--- src/rtl/pll_lock_seq.sv ---
// PLL start-up/lock sequencer: drives PLL reset, qualifies lock, switches clock mux, releases sys_rst.
// Latency: outputs are a pure decode of the registered state, so every reaction lands one refclk edge after its cause.
// Backpressure: none; level inputs sampled every cycle, relock_req is a single-cycle pulse.
module pll_lock_seq #(
  parameter int unsigned RST_CYCLES    = 16,
  parameter int unsigned LOCK_CYCLES   = 256,
  parameter int unsigned STABLE_CYCLES = 32,
  parameter int unsigned SWITCH_CYCLES = 4,
  parameter int unsigned MAX_RETRY     = 3,
  parameter int unsigned CW            = 16
) (
  input  logic       refclk,
  input  logic       reset,
  input  logic       pll_lock,
  input  logic       test_mode,
  input  logic       relock_req,
  output logic       pll_reset,
  output logic       clk_sel,
  output logic       sys_rst,
  output logic       pll_ready,
  output logic       lock_err,
  output logic [2:0] state,
  output logic [1:0] retry_cnt
);

  typedef enum logic [2:0] {
    RESET_PLL = 3'd0,
    WAIT_LOCK = 3'd1,
    SETTLE    = 3'd2,
    SWITCH    = 3'd3,
    RUN       = 3'd4,
    ERROR     = 3'd5,
    BYPASS    = 3'd6
  } state_t;

  localparam logic [CW-1:0] RST_LAST    = CW'(RST_CYCLES - 1);
  localparam logic [CW-1:0] LOCK_LAST   = CW'(LOCK_CYCLES - 1);
  localparam logic [CW-1:0] STABLE_LAST = CW'(STABLE_CYCLES - 1);
  localparam logic [CW-1:0] SWITCH_LAST = CW'(SWITCH_CYCLES - 1);
  localparam logic [1:0]    RETRY_MAX   = 2'(MAX_RETRY);

  state_t        state_q, state_d;
  logic [CW-1:0] cnt_q, cnt_d;
  logic [1:0]    retry_q, retry_d;
  logic [1:0]    retry_inc;

  // State, shared cycle counter and retry count registers.
  always_ff @(posedge refclk) begin
    if (reset) begin
      state_q <= RESET_PLL;
      cnt_q   <= '0;
      retry_q <= '0;
    end else begin
      state_q <= state_d;
      cnt_q   <= cnt_d;
      retry_q <= retry_d;
    end
  end

  // Next state: test_mode beats relock_req, which beats the per-state rules.
  always_comb begin
    state_d   = state_q;
    retry_d   = retry_q;
    // Saturating increment; only used on a lock-wait timeout.
    retry_inc = (retry_q == RETRY_MAX) ? retry_q : retry_q + 2'd1;

    if (test_mode) begin
      state_d = BYPASS;
    end else if (relock_req && (state_q == RUN || state_q == ERROR)) begin
      state_d = RESET_PLL;
      retry_d = '0;
    end else begin
      unique case (state_q)
        RESET_PLL: if (cnt_q == RST_LAST) state_d = WAIT_LOCK;
        WAIT_LOCK: begin
          if (pll_lock) begin
            state_d = SETTLE;
          end else if (cnt_q == LOCK_LAST) begin
            retry_d = retry_inc;
            state_d = (retry_inc == RETRY_MAX) ? ERROR : RESET_PLL;
          end
        end
        // Any lock glitch restarts both the stability and timeout windows.
        SETTLE: begin
          if (!pll_lock)                   state_d = WAIT_LOCK;
          else if (cnt_q == STABLE_LAST)   state_d = SWITCH;
        end
        // Lock is deliberately ignored here: the mux is mid-switch under reset.
        SWITCH: begin
          if (cnt_q == SWITCH_LAST) begin
            state_d = RUN;
            retry_d = '0;
          end
        end
        RUN:     if (!pll_lock) state_d = RESET_PLL;
        ERROR:   state_d = ERROR;
        BYPASS: begin
          state_d = RESET_PLL;
          retry_d = '0;
        end
        default: state_d = RESET_PLL;
      endcase
    end

    // Counter restarts on every state change, otherwise free-runs.
    cnt_d = (state_d != state_q) ? '0 : cnt_q + CW'(1);
  end

  // Moore output decode from the registered state only.
  always_comb begin
    pll_reset = 1'b0;
    clk_sel   = 1'b0;
    sys_rst   = 1'b1;
    pll_ready = 1'b0;
    lock_err  = 1'b0;
    unique case (state_q)
      RESET_PLL: pll_reset = 1'b1;
      WAIT_LOCK: ;
      SETTLE:    ;
      SWITCH:    clk_sel = 1'b1;
      RUN: begin
        clk_sel   = 1'b1;
        sys_rst   = 1'b0;
        pll_ready = 1'b1;
      end
      ERROR: begin
        pll_reset = 1'b1;
        sys_rst   = 1'b0;
        lock_err  = 1'b1;
      end
      BYPASS: begin
        pll_reset = 1'b1;
        sys_rst   = 1'b0;
      end
      default: pll_reset = 1'b1;
    endcase
  end

  assign state     = state_q;
  assign retry_cnt = retry_q;

endmodule

--- config.mk ---
export PLATFORM = sky130hd
export DESIGN_NAME = pll_lock_seq
export DESIGN_NICKNAME = d
export VERILOG_FILES = /design/src/rtl/pll_lock_seq.sv
export SDC_FILE = /design/constraint.sdc
export NUM_CORES = 1
export LEC_CHECK = 0
export CAP_MARGIN = 20
export CORE_UTILIZATION = 40
export CTS_CLUSTER_DIAMETER = 30
export DETAILED_ROUTE_END_ITERATION = 6
export HOLD_SLACK_MARGIN = 0.1
export SETUP_SLACK_MARGIN = 0.2
export SLEW_MARGIN = 10
export SYNTH_ARGS = -nofsm -noshare
export SYNTH_HDL_FRONTEND = slang
export SYNTH_SLANG_ARGS = --single-unit
--- constraint.sdc ---
create_clock -name refclk -period 2.5 [get_ports refclk]
set_input_delay 0.25 -clock refclk [delete_from_list [all_inputs] [get_ports refclk]]
set_output_delay 0.25 -clock refclk [all_outputs]
set_load 0.01 [all_outputs]
==> results.toml, run 1 <==
[outcome]
run_status = "complete, no violations"

[synthesis]
ys_seq_area_frac = 0.304
yosysWarningCount = 0
synthCells = 164
syn-num-nets = 170
synth_area_um2 = 1390
synth_edf_count = 0
synth_top_area_share = 0.304
synth.distinct_cells = 47
synth_top_area_cell = "dfxtp_1"
synthFlopType = "dfxtp_1"
async_flop_share = 0
syn_avg_cell_area_um2 = 8.45
ys_ff_latch = 21
synthTopCellsByArea = "dfxtp_1, nor3_2, nand2_1, xnor2_1, xor2_1"

[setup_path]
crit_fanout = 7
cp.arrival_ns = 2.63
cp-start-kind = "register"
crit_path_end_kind = "register"
slowest_delay_ns = 0.57
crit_required_ns = 2.72
critPathBufInv = 1
r2r_end = "cnt_q[0]"
path_class = "register to register"
critPathSlowestCell = "or4_4"
r2r-start = "cnt_q[15]"
cpLargestDelayFamily = "simple AND/OR/NAND/NOR gates"
reg2reg_slack_ns = 0.08
cpMostUsedCell = "or4_4"
ff2ff_path_depth = 7
worstPathCellList = "or4_4, or4_4, nor4_4, o41ai_4, xnor2_2, buf_6, nor4b_4"

[clocking]
htree_num_levels = 1
clkSlewWorstSetupHoldPaths_ns = 0.11
numCtsBuffers = 3
clockBufferDepth = 2
cts_sinks = 21
clock_latency_ns = 0.30
root_buffer = "clkbuf_4"
cts_tree = "done"

[sta]
finalCriticalPeriod_ns = 2.42
drv_slew = 0
rsz0062_at_grt = "yes"
tightest_slew_ns = 0.508
finClkSkew_ns = 0.00233
fmax_ghz = 0.413
slew-limit-headroom = 0.661
hold_viol = 0
finalSetupTns_ns = 0
setup_viol = 0
holdWs_ns = 0.523
period_share = 0.968

[drt]
drt_first_pass_iters = 4
wl_per_cell_um = 13.6
routed_via_density = 5.32
wl_um = 3280
drt_iter0_drc = 78
remaining_drc_errors = 0
drtAntennaViolNets = 0
via_count = 1281

[floorplan]
die_area_um2 = 3700
core_um2 = 3340
rows = 21
start_util = 0.415
io_pins = 15
die-width_um = 60.8
die_h_um = 60.8

[placed_design]
gp_congestion = 0.889
io_buffers = 14
dp_hpwl_um = 2320

[pwr]
powerDensity_nw_per_um2 = 346
irDropWorstVdd_v = 0.000157
fin_total_pwr_mw = 0.623
p_leak_nw = 0.674

[finish]
diodes = 0
synthToLayoutAreaGrowth_pct = 30.2
finalNetCount = 202
drive_gt1_frac = 0.323

[min_path]
hold_end = "retry_cnt[0]"
worstHoldPathCells = 2
hold_path.class = "register to register"
hold_start = "retry_cnt[0]"

[grt]
grt_max_degree = 17
antenna_found_initial = 0
grtUsageTotal = 0.196
gr-total-overflow = 0
grt_pass1_vias = 1277
grt_pass1_wl_um = 5490

[run]
drv_cap = 0
[registers in the layout (all words and copies together), names as in the netlist]
name       cells
cnt_q         16
state          3
retry_cnt      2
[how the worst max path moves through the flow]
| stage | startpoint | to | slack (ns) | cells past startpoint |
|---|---|---|---|---|
| 6_report | cnt_q[15] | cnt_q[0] | 0.08 | 7 |
| 3_5_place_dp | cnt_q[11] | cnt_q[0] | 0.07 | 7 |
| 4_1_cts | cnt_q[15] | cnt_q[0] | 0.08 | 7 |
| 5_1_grt | cnt_q[15] | cnt_q[15] | 0.02 | 7 |
| 3_3_place_gp | cnt_q[15] | cnt_q[0] | 0.11 | 7 |
| 2_1_floorplan | cnt_q[15] | cnt_q[11] | 0.07 | 7 |
[metal layers]
metal	vias to the layer above	track usage	share of wire
met5	-	0	0
met4	0	0.0682	0.018
met3	9	0.0213	0.032
met2	27	0.358	0.51
met1	602	0.236	0.44
li1	643	-	-
[cell usage after synthesis (2+ instances only)]
cell,number
inv_1,3
nor2_1,10
nand4_1,4
nor3_1,9
clkbuf_1,3
o21ai_0,3
nand3_1,8
dfxtp_1,21
xor2_1,7
nor4_1,3
nor3_2,10
or4_4,3
buf_2,4
xnor2_1,9
nor4_4,2
a21oi_1,5
and3_1,3
inv_2,2
or3_1,2
nand2_1,26
[worst min-delay path, cell delays in order (launching register included)]
cell     delay, ns
dfxtp_1       0.35
inv_1         0.07
o31ai_1       0.07
[cell type report]
cell class	count	area [um2]
inverters	5	18.8
flip-flops and latches	21	428
well taps	46	57.6
clock buffers	4	26.3
multi-input cells	128	943
repair buffers	37	329
fillers	327	1530
[timing repair]
item / 4_1_cts / 5_1_grt
gates resized for setup: 5 / 5
endpoints found under the setup margin: 16 / 19
hold buffers: 0 / 0
endpoints found under the hold margin: 0 / 0
pin swaps: 6 / 3
buffers inserted: 6 / 4
[cell usage in the layout (no fill, tap or decap), types with 2 or more instances in the layout]
cell / netlist / routed
clkbuf_4: 0 / 3
a21oi_1: 5 / 5
clkdlybuf4s50_1: 0 / 14
nand2_1: 26 / 26
or4_4: 3 / 3
or3_1: 2 / 2
nor4_1: 3 / 3
nand4_1: 4 / 4
dfxtp_1: 21 / 15
nor3_1: 9 / 6
buf_4: 0 / 21
xor2_1: 7 / 7
nor3_2: 10 / 13
nor2_1: 10 / 10
o21ai_0: 3 / 3
inv_2: 2 / 2
inv_1: 3 / 3
nand3_1: 8 / 8
nor4_4: 2 / 3
xnor2_1: 9 / 9
and3_1: 3 / 3
dfxtp_2: 0 / 6
[power breakdown]
group          switching [mW]  internal [mW]  total (mW)
logic                  0.0646         0.0536       0.118
clock network          0.0985         0.0622       0.161
registers             0.00594          0.338       0.344
[per-stage QoR]
step                utilization  setup WS (ns)  instances  cell area [um2]
global route              0.540         0.0163        241             1800
CTS                       0.525         0.0782        237             1750
finish                    0.540         0.0809        241             1800
floorplan                     -         0.0733        164             1400
global placement          0.497          0.111        227             1660
detailed placement        0.497         0.0657        227             1660
[cells by family after synthesis]
family | Yosys count | synth area share
compound gates | 19 | 0.114
xor+xnor | 17 | 0.113
fa+ha+maj | 1 | 0.00903
buf+inv | 15 | 0.0506
flops | 21 | 0.304
simple gates | 91 | 0.410
No activity file was read; power rests on OpenSTA's default activity.
==> inputs of run 2 (changes only) <==
Settings changed: CORE_UTILIZATION 40 to 30.
==> results.toml, run 2 (same netlist as run 1, synthesis figures left out) <==
[outcome]
run_status = "complete, no violations"

[sta]
finalSetupTns_ns = 0
drv_slew = 0
fmax_ghz = 0.403
period_share = 0.994
slew-limit-headroom = 0.729
tightest_slew_ns = 0.406
finalCriticalPeriod_ns = 2.48
worst_slack_ns = 0.0156
finClkSkew_ns = 0.00279
hold_viol = 0
rsz0062_at_grt = "yes"
holdWs_ns = 0.510
setup_viol = 0

[clocking]
root_buffer = "clkbuf_8"
cts_tree = "done"
clockBufferDepth = 2
cts_sinks = 21
htree_num_levels = 1
numCtsBuffers = 3
clock_latency_ns = 0.25
clkSlewWorstSetupHoldPaths_ns = 0.08

[drt]
drtAntennaViolNets = 0
routed_via_density = 5.18
remaining_drc_errors = 0
via_count = 1270
wl_um = 3170
drt_first_pass_iters = 4
drt_iter0_drc = 83
wl_per_cell_um = 12.9

[min_path]
hold_end = "retry_cnt[0]"
worstHoldPathCells = 2
hold_start = "retry_cnt[0]"
hold_path.class = "register to register"

[pwr]
fin_total_pwr_mw = 0.679
clockPowerShare = 0.323
intPower_mw = 0.506
seqPwrFrac = 0.505
p_leak_nw = 0.668
combPwrFrac = 0.171
irDropWorstVdd_v = 0.000193
powerDensity_nw_per_um2 = 378
p_switching_mw = 0.174
p_sw_frac = 0.256

[grt]
gr-total-overflow = 0
antenna_found_initial = 0
grt_max_degree = 17
grt_pass1_vias = 1215
grtUsageTotal = 0.133
grt_pass1_wl_um = 5310

[setup_path]
cp-start-kind = "register"
r2r_end = "cnt_q[0]"
cp.arrival_ns = 2.66
reg2reg_slack_ns = 0.02
path_class = "register to register"
ff2ff_path_depth = 7
crit_required_ns = 2.67
crit_path_end_kind = "register"
crit_fanout = 16
r2r-start = "cnt_q[15]"

[finish]
final_cells = 245
finalNetCount = 200
seq_area_um2 = 424
multi_input_area_um2 = 920
registers.top_by_ff_count = "cnt_q"
final_common_cell = "nand2_1"
final_util = 0.410
largest_register_ff_count = 16
drive_gt1_frac = 0.295
nFillCells = 464
synthToLayoutAreaGrowth_pct = 29.6
layout_common_cells = "nand2_1, buf_4, dfxtp_1, clkdlybuf4s50_1, nor3_2"
stdcell_area_um2 = 1800
diodes = 0

[floorplan]
rows = 24
die_area_um2 = 4890
io_pins = 15
die_h_um = 69.9
core_um2 = 4380
die-width_um = 69.9
start_util = 0.316

[placed_design]
pre_cts_ws_ns = 0.0249
gp_congestion = 0.829
io_buffers = 14
place_inst = 238
dp_hpwl_um = 2330
place_area_um2 = 1720

[run]
drv_cap = 0
## run 2: worst max path at each step
stage / from / end / cells past startpoint
after CTS: cnt_q[15] / cnt_q[0] / 7
after global routing: cnt_q[15] / cnt_q[0] / 7
after floorplan: cnt_q[15] / cnt_q[11] / 7
final: cnt_q[15] / cnt_q[0] / 7
after detailed placement: cnt_q[15] / cnt_q[0] / 7
after global placement: cnt_q[15] / cnt_q[0] / 7
## run 2: critical path: stages, from the launching register on
cell	delay, ns
dfxtp_2	0.33
or4_4	0.56
or4_4	0.56
nor4_4	0.25
o41ai_4	0.13
xnor2_2	0.16
buf_12	0.17
nor4b_2	0.23
## run 2: metal layers
metal	up-vias	share of wire	wire length, um	track usage
met1	613	0.48	1520	0.171
met2	15	0.48	1530	0.228
met4	0	0.011	35	0.0556
li1	640	-	-	-
met3	2	0.026	83	0.0101
met5	-	0	0	0
## run 2: cell type report
| type | count | area share |
|---|---|---|
| flip-flops and latches | 21 | 0.236 |
| multi-input cells | 128 | 0.512 |
| inverters | 5 | 0.0105 |
| repair buffers | 35 | 0.180 |
| clock buffers | 4 | 0.0251 |
| well taps | 52 | 0.0362 |
## run 2: timing repair
action,in CTS,in global routing
endpoints found under the setup margin,16,17
gates cloned,0,0
setup buffers,2,1
hold buffers,0,0
gates resized for setup,0,3
pin swaps,0,3
## run 2: power groups by stage
| stage | Sequential [mW] | Clock, mW | Combinational (mW) |
|---|---|---|---|
| 2_1_floorplan | 0.349 | 0 | 0.0655 |
| 3_3_place_gp | 0.351 | 0 | 0.117 |
| 3_5_place_dp | 0.351 | 0 | 0.117 |
| 4_1_cts | 0.343 | 0.233 | 0.117 |
| 5_1_grt | 0.344 | 0.248 | 0.128 |
| 6_report | 0.343 | 0.219 | 0.116 |
